File: config.mk
export PLATFORM = sky130hd
export DESIGN_NAME = gcd_mod_unit
export DESIGN_NICKNAME = d
export VERILOG_FILES = /design/src/rtl/gcd_mod_unit.sv
export SDC_FILE = /design/constraint.sdc
export NUM_CORES = 1
export LEC_CHECK = 0
export CAP_MARGIN = 40
export CELL_PAD_IN_SITES_DETAIL_PLACEMENT = 1
export CELL_PAD_IN_SITES_GLOBAL_PLACEMENT = 2
export CORE_AREA = 2 2 114 116
export DETAILED_ROUTE_END_ITERATION = 6
export DIE_AREA = 0 0 116 118
export DONT_BUFFER_PORTS = 1
export PLACE_DENSITY_LB_ADDON = 0.15
export SLEW_MARGIN = 5
export SYNTH_ARGS = -nofsm -noshare
export SYNTH_HDL_FRONTEND = slang
export SYNTH_SLANG_ARGS = --single-unit
export TNS_END_PERCENT = 50
File: constraint.sdc
create_clock -name clk -period 5.98 [get_ports clk]
set_input_delay 0.598 -clock clk [delete_from_list [all_inputs] [get_ports clk]]
set_output_delay 0.598 -clock clk [all_outputs]
set_load 0.05 [all_outputs]
File: src/rtl/gcd_mod_unit.sv
// gcd_mod_unit: multi-cycle remainder/quotient unit for the GCD datapath.
// Restoring shift-subtract division, one quotient bit per clock, so a
// WIDTH-bit operation takes WIDTH+1 edges from accept to done regardless of
// the operand values. A zero divisor short-circuits to a one-edge result.
module gcd_mod_unit #(
  parameter int WIDTH = 16
) (
  input  logic             clk,
  input  logic             rst,
  input  logic             start_i,
  input  logic [WIDTH-1:0] a_i,
  input  logic [WIDTH-1:0] b_i,
  output logic             busy_o,
  output logic             done_o,
  output logic [WIDTH-1:0] rem_o,
  output logic [WIDTH-1:0] quot_o,
  output logic             div_by_zero_o
);

  localparam int CNT_W = $clog2(WIDTH + 1);

  typedef enum logic {
    IDLE = 1'b0,
    RUN  = 1'b1
  } state_t;

  state_t             state_q, state_d;
  logic [WIDTH:0]     rem_q, rem_d;
  logic [WIDTH-1:0]   shift_q, shift_d;
  logic [WIDTH-1:0]   b_q, b_d;
  logic [CNT_W-1:0]   cnt_q, cnt_d;
  logic               busy_q, busy_d;
  logic               done_q, done_d;
  logic [WIDTH-1:0]   rem_out_q, rem_out_d;
  logic [WIDTH-1:0]   quot_out_q, quot_out_d;
  logic               dbz_q, dbz_d;

  // One restoring-division step: partial remainder shifted left with the
  // next dividend bit, trial-subtracted against the divisor.
  logic [WIDTH+1:0]   t;
  logic               t_ge_b;
  logic [WIDTH:0]     rem_step;
  logic [WIDTH-1:0]   shift_step;
  logic               last_iter;

  // Combinational datapath for a single iteration of the divider.
  always_comb begin
    // The full partial remainder (including its guard bit) takes part in the
    // compare; the guard bit stays zero because rem_q < b_q after every step.
    t          = {rem_q, shift_q[WIDTH-1]};
    t_ge_b     = (t >= {2'b00, b_q});
    rem_step   = t_ge_b ? (t[WIDTH:0] - {1'b0, b_q}) : t[WIDTH:0];
    shift_step = {shift_q[WIDTH-2:0], t_ge_b};
    last_iter  = (cnt_q == CNT_W'(WIDTH - 1));
  end

  // Next-state and next-output logic for the IDLE/RUN controller.
  always_comb begin
    state_d    = state_q;
    rem_d      = rem_q;
    shift_d    = shift_q;
    b_d        = b_q;
    cnt_d      = cnt_q;
    busy_d     = busy_q;
    done_d     = 1'b0;
    rem_out_d  = rem_out_q;
    quot_out_d = quot_out_q;
    dbz_d      = dbz_q;

    case (state_q)
      IDLE: begin
        if (start_i) begin
          if (b_i != '0) begin
            shift_d = a_i;
            b_d     = b_i;
            rem_d   = '0;
            cnt_d   = '0;
            dbz_d   = 1'b0;
            busy_d  = 1'b1;
            state_d = RUN;
          end else begin
            // Zero divisor: report the dividend as the remainder and a
            // saturated quotient without entering the iteration loop.
            rem_out_d  = a_i;
            quot_out_d = '1;
            dbz_d      = 1'b1;
            done_d     = 1'b1;
          end
        end
      end

      RUN: begin
        rem_d   = rem_step;
        shift_d = shift_step;
        cnt_d   = cnt_q + 1'b1;
        if (last_iter) begin
          rem_out_d  = rem_step[WIDTH-1:0];
          quot_out_d = shift_step;
          done_d     = 1'b1;
          busy_d     = 1'b0;
          state_d    = IDLE;
        end
      end

      default: begin
        state_d = IDLE;
        busy_d  = 1'b0;
      end
    endcase
  end

  // State register; reset clears the controller and every result register.
  always_ff @(posedge clk) begin
    if (rst) begin
      state_q    <= IDLE;
      rem_q      <= '0;
      shift_q    <= '0;
      b_q        <= '0;
      cnt_q      <= '0;
      busy_q     <= 1'b0;
      done_q     <= 1'b0;
      rem_out_q  <= '0;
      quot_out_q <= '0;
      dbz_q      <= 1'b0;
    end else begin
      state_q    <= state_d;
      rem_q      <= rem_d;
      shift_q    <= shift_d;
      b_q        <= b_d;
      cnt_q      <= cnt_d;
      busy_q     <= busy_d;
      done_q     <= done_d;
      rem_out_q  <= rem_out_d;
      quot_out_q <= quot_out_d;
      dbz_q      <= dbz_d;
    end
  end

  assign busy_o        = busy_q;
  assign done_o        = done_q;
  assign rem_o         = rem_out_q;
  assign quot_o        = quot_out_q;
  assign div_by_zero_o = dbz_q;

endmodule

==> results.tsv, run 1 <==
stage	metric	value	unit
critical_path	reg2reg path depth	11	
floorplan	Initial Util	36.2	%
critical_path	CP Max Fanout	9	
job	MaxCap Viol Count	0	
sta	Final Hold Viols	0	
sta	Setup Skew	0.00611	ns
floorplan	area of the core	0.0124	sq mm
layout	Fillers	1506	
detailed_routing	via count	3894	
sta	final period utilization	51.7	%
clocking	clock latency on the worst-skew pair	0.34	ns
detailed_routing	Via density	5.48	
power	Power per Cell Area	541	mW/mm^2
logic_synthesis	top area cells in the synthesized netlist	dfxtp_1 (40%), nor2_1 (7.0%), nand2_1 (5.6%)	
power	part of the power in registers	26.7	%
layout	ant diodes	0	
logic_synthesis	cell taking the most area after synthesis	dfxtp_1	
logic_synthesis	syn nets	605	
detailed_routing	Final ANT Viol Nets	0	
critical_path	Critical Path RT	6.20	ns
grt	vias in the first global route	3935	
detailed_routing	drt first-iter violations	182	
floorplan	DIE HEIGHT	118	um
sta	RSZ-0062 raised after global routing	false	
logic_synthesis	number of synthesis warnings	0	
floorplan	row count	41	
sta	Final Slew Violations	0	
detailed_routing	wire length per cell	18.6	um
power	sw frac	42.3	%
layout	final net count	588	
placed_design	Placed Area	0.00459	sq mm
logic_synthesis	most frequent cell after synthesis	dfxtp_1	
critical_path	Worst setup SP type	register	
power	Internal	1.54	mW
critical_path	critical path type	reg2reg	
layout	layout cells sized above 1	8.35	%
hold_path	Hold WC Path Type	in2reg	
placed_design	Buffers on Ports	0	
floorplan	Die Wd	116	um
clocking	H-tree levels	3	
grt	antenna violations before repair	0	
clocking	setup bufs post-CTS	0	
layout	Layout area overhead	9.54	%
placed_design	gpl congestion	0.776	
logic_synthesis	Post-synth EDFFs	0	
power	clock power share	24.1	%
power	sw power	1.13	mW
detailed_routing	DRT Pass-1 Iters	4	
logic_synthesis	cells after synthesis	551	
power	combinational power share	49.3	%
clocking	CTS tree	built	
sta	min cycle time layout	3.09	ns
power	leakage	1.80	nW
logic_synthesis	Commonest cells post-synth	dfxtp_1 (90), nor2_1 (84), nand2_1 (67)	
logic_synthesis	post-synth cell types	72	
grt	Global Route Usage Sum	19.7	%
grt	grt ovf	0	
clocking	clk sink count	90	
floorplan	IO Count	70	
sta	setup TNS	0	ns
sta	maximum clock frequency	324	MHz
hold_path	Hold Crit Depth	1	
sta	relative slew slack	38.3	%
clocking	hold_buf cts	0	
placed_design	Post-DP HPWL	9.58	mm
critical_path	Crit. End Element	register	
clocking	CTS buffer count	9	
clocking	Reg clk slew, reported paths	0.07	ns
floorplan	die area	0.0137	sq mm
outcome	status	complete, no violations	
clocking	Root Driver	clkbuf_16	
sta	Fin Hold WS	0.321	ns
clocking	PostCTS Resize Cnt	0	
detailed_routing	Detailed Route WL	13.2	mm
logic_synthesis	post-synth top area share	40.0	%
critical_path	WP data arrival	3.31	ns
grt	first-pass GRT wire length	21.1	mm
logic_synthesis	Netlist Area Pre-Place	0.00450	sq mm
sta	final setup violation count	0	
power	maximum VDD drop	0.238	mV
sta	Worst Tran Pin Value	0.922	ns
logic_synthesis	sequential area share after synthesis	40.0	%
layout	Finished Cell Area	0.00493	sq mm
logic_synthesis	#FFs+latches synth	90	
clocking	clk buf depth	2	
power	Tot Pwr	2.67	mW
logic_synthesis	Post-synth ARST share	0	%
logic_synthesis	average cell area after synthesis	8.17	sq um
grt	largest net degree at the start of global routing	83	
logic_synthesis	Top FF cell, synth	dfxtp_1	
detailed_routing	DRC Markers	0	
final timing paths:
kind,startpoint,end,slack [ns]
max reg2reg,shift_q[15],rem_o[6],2.89
min reg2reg,shift_q[0],shift_q[0],0.45
max,shift_q[15],rem_o[6],2.89
min,rst,quot_o[6],0.32
cell families (layout without fill, tap and decap cells):
logic type	Yosys count	after routing	synth area share (%)
muxes	7	7	1.56
DFF	90	90	40.0
buffers and inverters	53	41	5.14
AOI/OAI and AO/OA	142	142	21.7
xor gates and xnor gates	10	10	1.95
and+or+nand+nor	230	230	24.1
adders and majority gates	19	19	5.45
critical path, stage by stage, from the launching register on:
cell,delay (ns)
dfxtp_1,0.32
inv_1,0.09
ha_1,0.17
inv_1,0.05
fa_1,0.43
a211oi_1,0.44
o21ai_1,0.21
and3_4,0.23
o21ai_4,0.30
a21oi_1,0.16
o31ai_1,0.44
a21oi_1,0.11
power groups by stage:
stage	registers (mW)	clock network [mW]	logic (mW)
6_report	0.711	0.641	1.31
5_1_grt	0.719	0.685	1.44
4_1_cts	0.712	0.654	1.33
3_5_place_dp	0.725	0	1.31
3_3_place_gp	0.723	0	1.30
2_1_floorplan	0.703	0	1.06
metrics by stage:
stage	std cells	util (%)	setup WS, ns
after floorplan	551	-	3.44
after global placement	694	36.9	2.64
after detailed placement	695	37.0	2.66
after CTS	711	39.7	2.84
after global routing	711	39.7	2.65
final	711	39.7	2.89
area by class of cell:
type / instances / area (sq um) / area share (%)
Clock buffer: 10 / 239 / 4.85
Clock inverter: 6 / 95.1 / 1.93
Inverter: 21 / 78.8 / 1.60
Multi-Input combinational cell: 408 / 2470 / 50.1
Sequential cell: 90 / 1800 / 36.6
Tap cell: 172 / 215 / 4.37
Timing Repair Buffer: 4 / 30.0 / 0.609
sequential cells by signal (all words and copies together), names as in the netlist:
register,count
shift_q,16
done_o,1
state_q,1
b_q,16
rem_o,16
quot_o,16
cnt_q,5
busy_o,1
div_by_zero_o,1
rem_q,17
per-layer routing:
metal / share of wire (%) / up-vias / track usage [%]
met5: 0 / - / 0
met4: 1.2 / 0 / 5.36
met3: 5.0 / 11 / 4.17
met2: 47 / 66 / 32.4
met1: 46 / 1890 / 26.1
li1: - / 1927 / -
cell usage in the layout, fill, tap and decap left out, types with 7 or more instances in the layout:
cell	n
dfxtp_1	90
nor2_1	84
nand2_1	67
a21oi_1	40
o21ai_0	30
inv_1	20
a211oi_1	20
nor4_1	18
ha_1	18
nand3_1	12
clkbuf_16	9
nand3b_1	7
xnor2_1	7
mux2i_1	7
No activity file was read; power rests on OpenSTA's default activity.
==> run 2, diff against run 1 <==
==> constraint.sdc (replaced) <==
create_clock -name clk -period 3 [get_ports clk]
set_input_delay 0.3 -clock clk [delete_from_list [all_inputs] [get_ports clk]]
set_output_delay 0.3 -clock clk [all_outputs]
set_load 0.05 [all_outputs]
==> run 2 against run 1 <==
  * Non-clock buffer count is 9 higher
  * Core utilization is 0.23 points higher
  * Sequential cell count stayed put
  * Clock skew is 0.0028 ns higher
  * Combinational power is 97% higher
  * Routed wire length is 0.32% higher
  * Clock-buffer cell count stayed put
  * Sequential share of layout area is 0.21 points lower
  * Fmax is 12% higher
==> results.tsv, run 2 (synthesis results as in run 1) <==
stage	metric	value	unit	change
outcome	status	complete, no violations		
clocking	clk sink count	90		unchanged
grt	antenna violations before repair	0		unchanged
critical_path	Critical Path RT	3.26	ns	-2.94 ns
layout	Layout area overhead	10.2	%	
grt	Global Route Usage Sum	20.7	%	+0.98 points
detailed_routing	DRC Markers	0		unchanged
sta	RSZ-0062 raised after global routing	false		
clocking	CTS tree	built		
hold_path	hold_sp	rst		
floorplan	DIE HEIGHT	118	um	unchanged
layout	final net count	597		+1.5%
critical_path	worst flop-to-flop path startpoint	shift_q[15]		
critical_path	Crit. End Element	register		
placed_design	Buffers on Ports	0		unchanged
floorplan	IO Count	70		unchanged
critical_path	CP Max Fanout	12		+3
clocking	Root Driver	clkbuf_16		
floorplan	die area	0.0137	sq mm	unchanged
sta	Setup Skew	0.00891	ns	+0.00279 ns
layout	ant diodes	0		unchanged
layout	flip-flop and latch area	0.00180	sq mm	unchanged
placed_design	Post-DP HPWL	9.90	mm	+3.3%
grt	first-pass GRT wire length	21.9	mm	+3.9%
critical_path	worst-path cell with the longest stage delay	fa_1		
layout	layout cells sized above 1	9.85	%	+1.5 points
floorplan	Die Wd	116	um	unchanged
detailed_routing	Detailed Route WL	13.3	mm	+0.32%
power	Tot Pwr	5.08	mW	+91%
critical_path	worst-path cell chain	inv_1 > ha_1 > inv_1 > fa_1 > a211oi_2 > o21ai_1 > and3_4 > o21ai_4 > nand2_4 > mux2i_1 > a221oi_1		
sta	relative slew slack	44.1	%	+5.8 points
detailed_routing	via count	3849		-1.2%
layout	Fillers	1525		+1.3%
clocking	CTS buffer count	9		unchanged
grt	vias in the first global route	4065		+3.3%
sta	final setup violation count	0		unchanged
clocking	hold_buf cts	0		unchanged
clocking	Reg clk slew, reported paths	0.07	ns	about the same
critical_path	Critical Path Source	shift_q[15]		
sta	setup TNS	0	ns	unchanged
grt	largest net degree at the start of global routing	83		unchanged
detailed_routing	Final ANT Viol Nets	0		unchanged
hold_path	Hold WC Path Type	in2reg		
detailed_routing	Via density	5.35		-2.4%
layout	most common cell after layout, fill and taps aside	dfxtp_1		
detailed_routing	drt first-iter violations	153		-16%
hold_path	Hold Crit Depth	1		unchanged
floorplan	area of the core	0.0124	sq mm	unchanged
grt	grt ovf	0		unchanged
sta	Worst Tran Pin Value	0.837	ns	-0.0848 ns
layout	fin cells	720		+1.3%
floorplan	row count	41		unchanged
critical_path	WP data arrival	3.01	ns	-0.30 ns
layout	commonest cells after routing, fill and taps aside	dfxtp_1 (90), nor2_1 (84), nand2_1 (67)		
critical_path	critical path type	reg2reg		
placed_design	placed cell count	704		+1.3%
clocking	clk buf depth	2		unchanged
layout	Biggest register	rem_q		
sta	min cycle time layout	2.76	ns	-0.334 ns
sta	Final Hold Viols	0		unchanged
placed_design	gpl congestion	0.778		+0.32%
critical_path	Max stage delay on crit path	0.43	ns	about the same
detailed_routing	DRT Pass-1 Iters	4		unchanged
power	maximum VDD drop	0.379	mV	+59%
clocking	H-tree levels	3		unchanged
critical_path	Worst setup SP type	register		
layout	multi-input combinational cell area	0.00247	sq mm	+0.20%
power	Power per Cell Area	1030	mW/mm^2	+90%
power	leakage	1.83	nW	+1.3%
sta	maximum clock frequency	363	MHz	+12%
sta	final period utilization	91.9	%	+40 points
critical_path	cell mode on critical path	inv_1		
critical_path	reg2reg path depth	11		unchanged
clocking	clock latency on the worst-skew pair	0.35	ns	about the same
floorplan	Initial Util	36.2	%	unchanged
job	MaxCap Viol Count	0		unchanged
detailed_routing	wire length per cell	18.4	um	-0.94%
sta	Fin Hold WS	0.0166	ns	-0.305 ns
layout	max FFs per register	17		unchanged
sta	Final Slew Violations	0		unchanged
[run 2: report_power, final]
part	switching (mW)	internal (mW)	leakage (nW)
clock	0.514	0.571	0.137
combinational	1.57	1.00	0.958
sequential	0.112	1.31	0.733
[run 2: final cells by class]
cell class / instances / area share [%]
Tap cell: 172 / 4.34
Multi-Input combinational cell: 408 / 49.9
Sequential cell: 90 / 36.3
Inverter: 21 / 1.59
Clock inverter: 6 / 0.984
Timing Repair Buffer: 13 / 2.22
Clock buffer: 10 / 4.62
[run 2: worst max-delay path: cells and delay by family, from the launching register on]
family          cells  cell delay, ns
flops               1            0.31
compound gates      4            1.03
mux                 1            0.20
fa+ha+maj           2            0.58
buf+inv             2            0.12
simple gates        2            0.43
[run 2: final timing paths]
| check | slack, ns | end |
|---|---|---|
| max | 0.24 | rem_o[8] |
| min | 0.02 | quot_o[6] |
| min reg2reg | 0.45 | rem_q[16] |
| max reg2reg | 0.24 | rem_o[8] |
[run 2: per-layer routing]
metal	part of all wire [%]	GRT usage [%]
met1	46	26.9
met3	4.9	4.99
met4	1.9	7.37
met2	47	33.3
met5	0	0
[run 2: what timing repair did]
action                                  4_1_cts  5_1_grt
endpoints found under the setup margin        0       22
setup buffers                                 0        0
gates resized for setup                       0        1
[run 2: through the flow]
step | instance area (sq um) | utilization [%] | worst slack, ns
2_1_floorplan | 4500 | - | 0.459
3_3_place_gp | 4670 | 37.7 | 0.219
3_5_place_dp | 4670 | 37.7 | 0.137
4_1_cts | 4950 | 39.9 | 0.112
5_1_grt | 4960 | 39.9 | 0.0000886
6_report | 4960 | 39.9 | 0.244
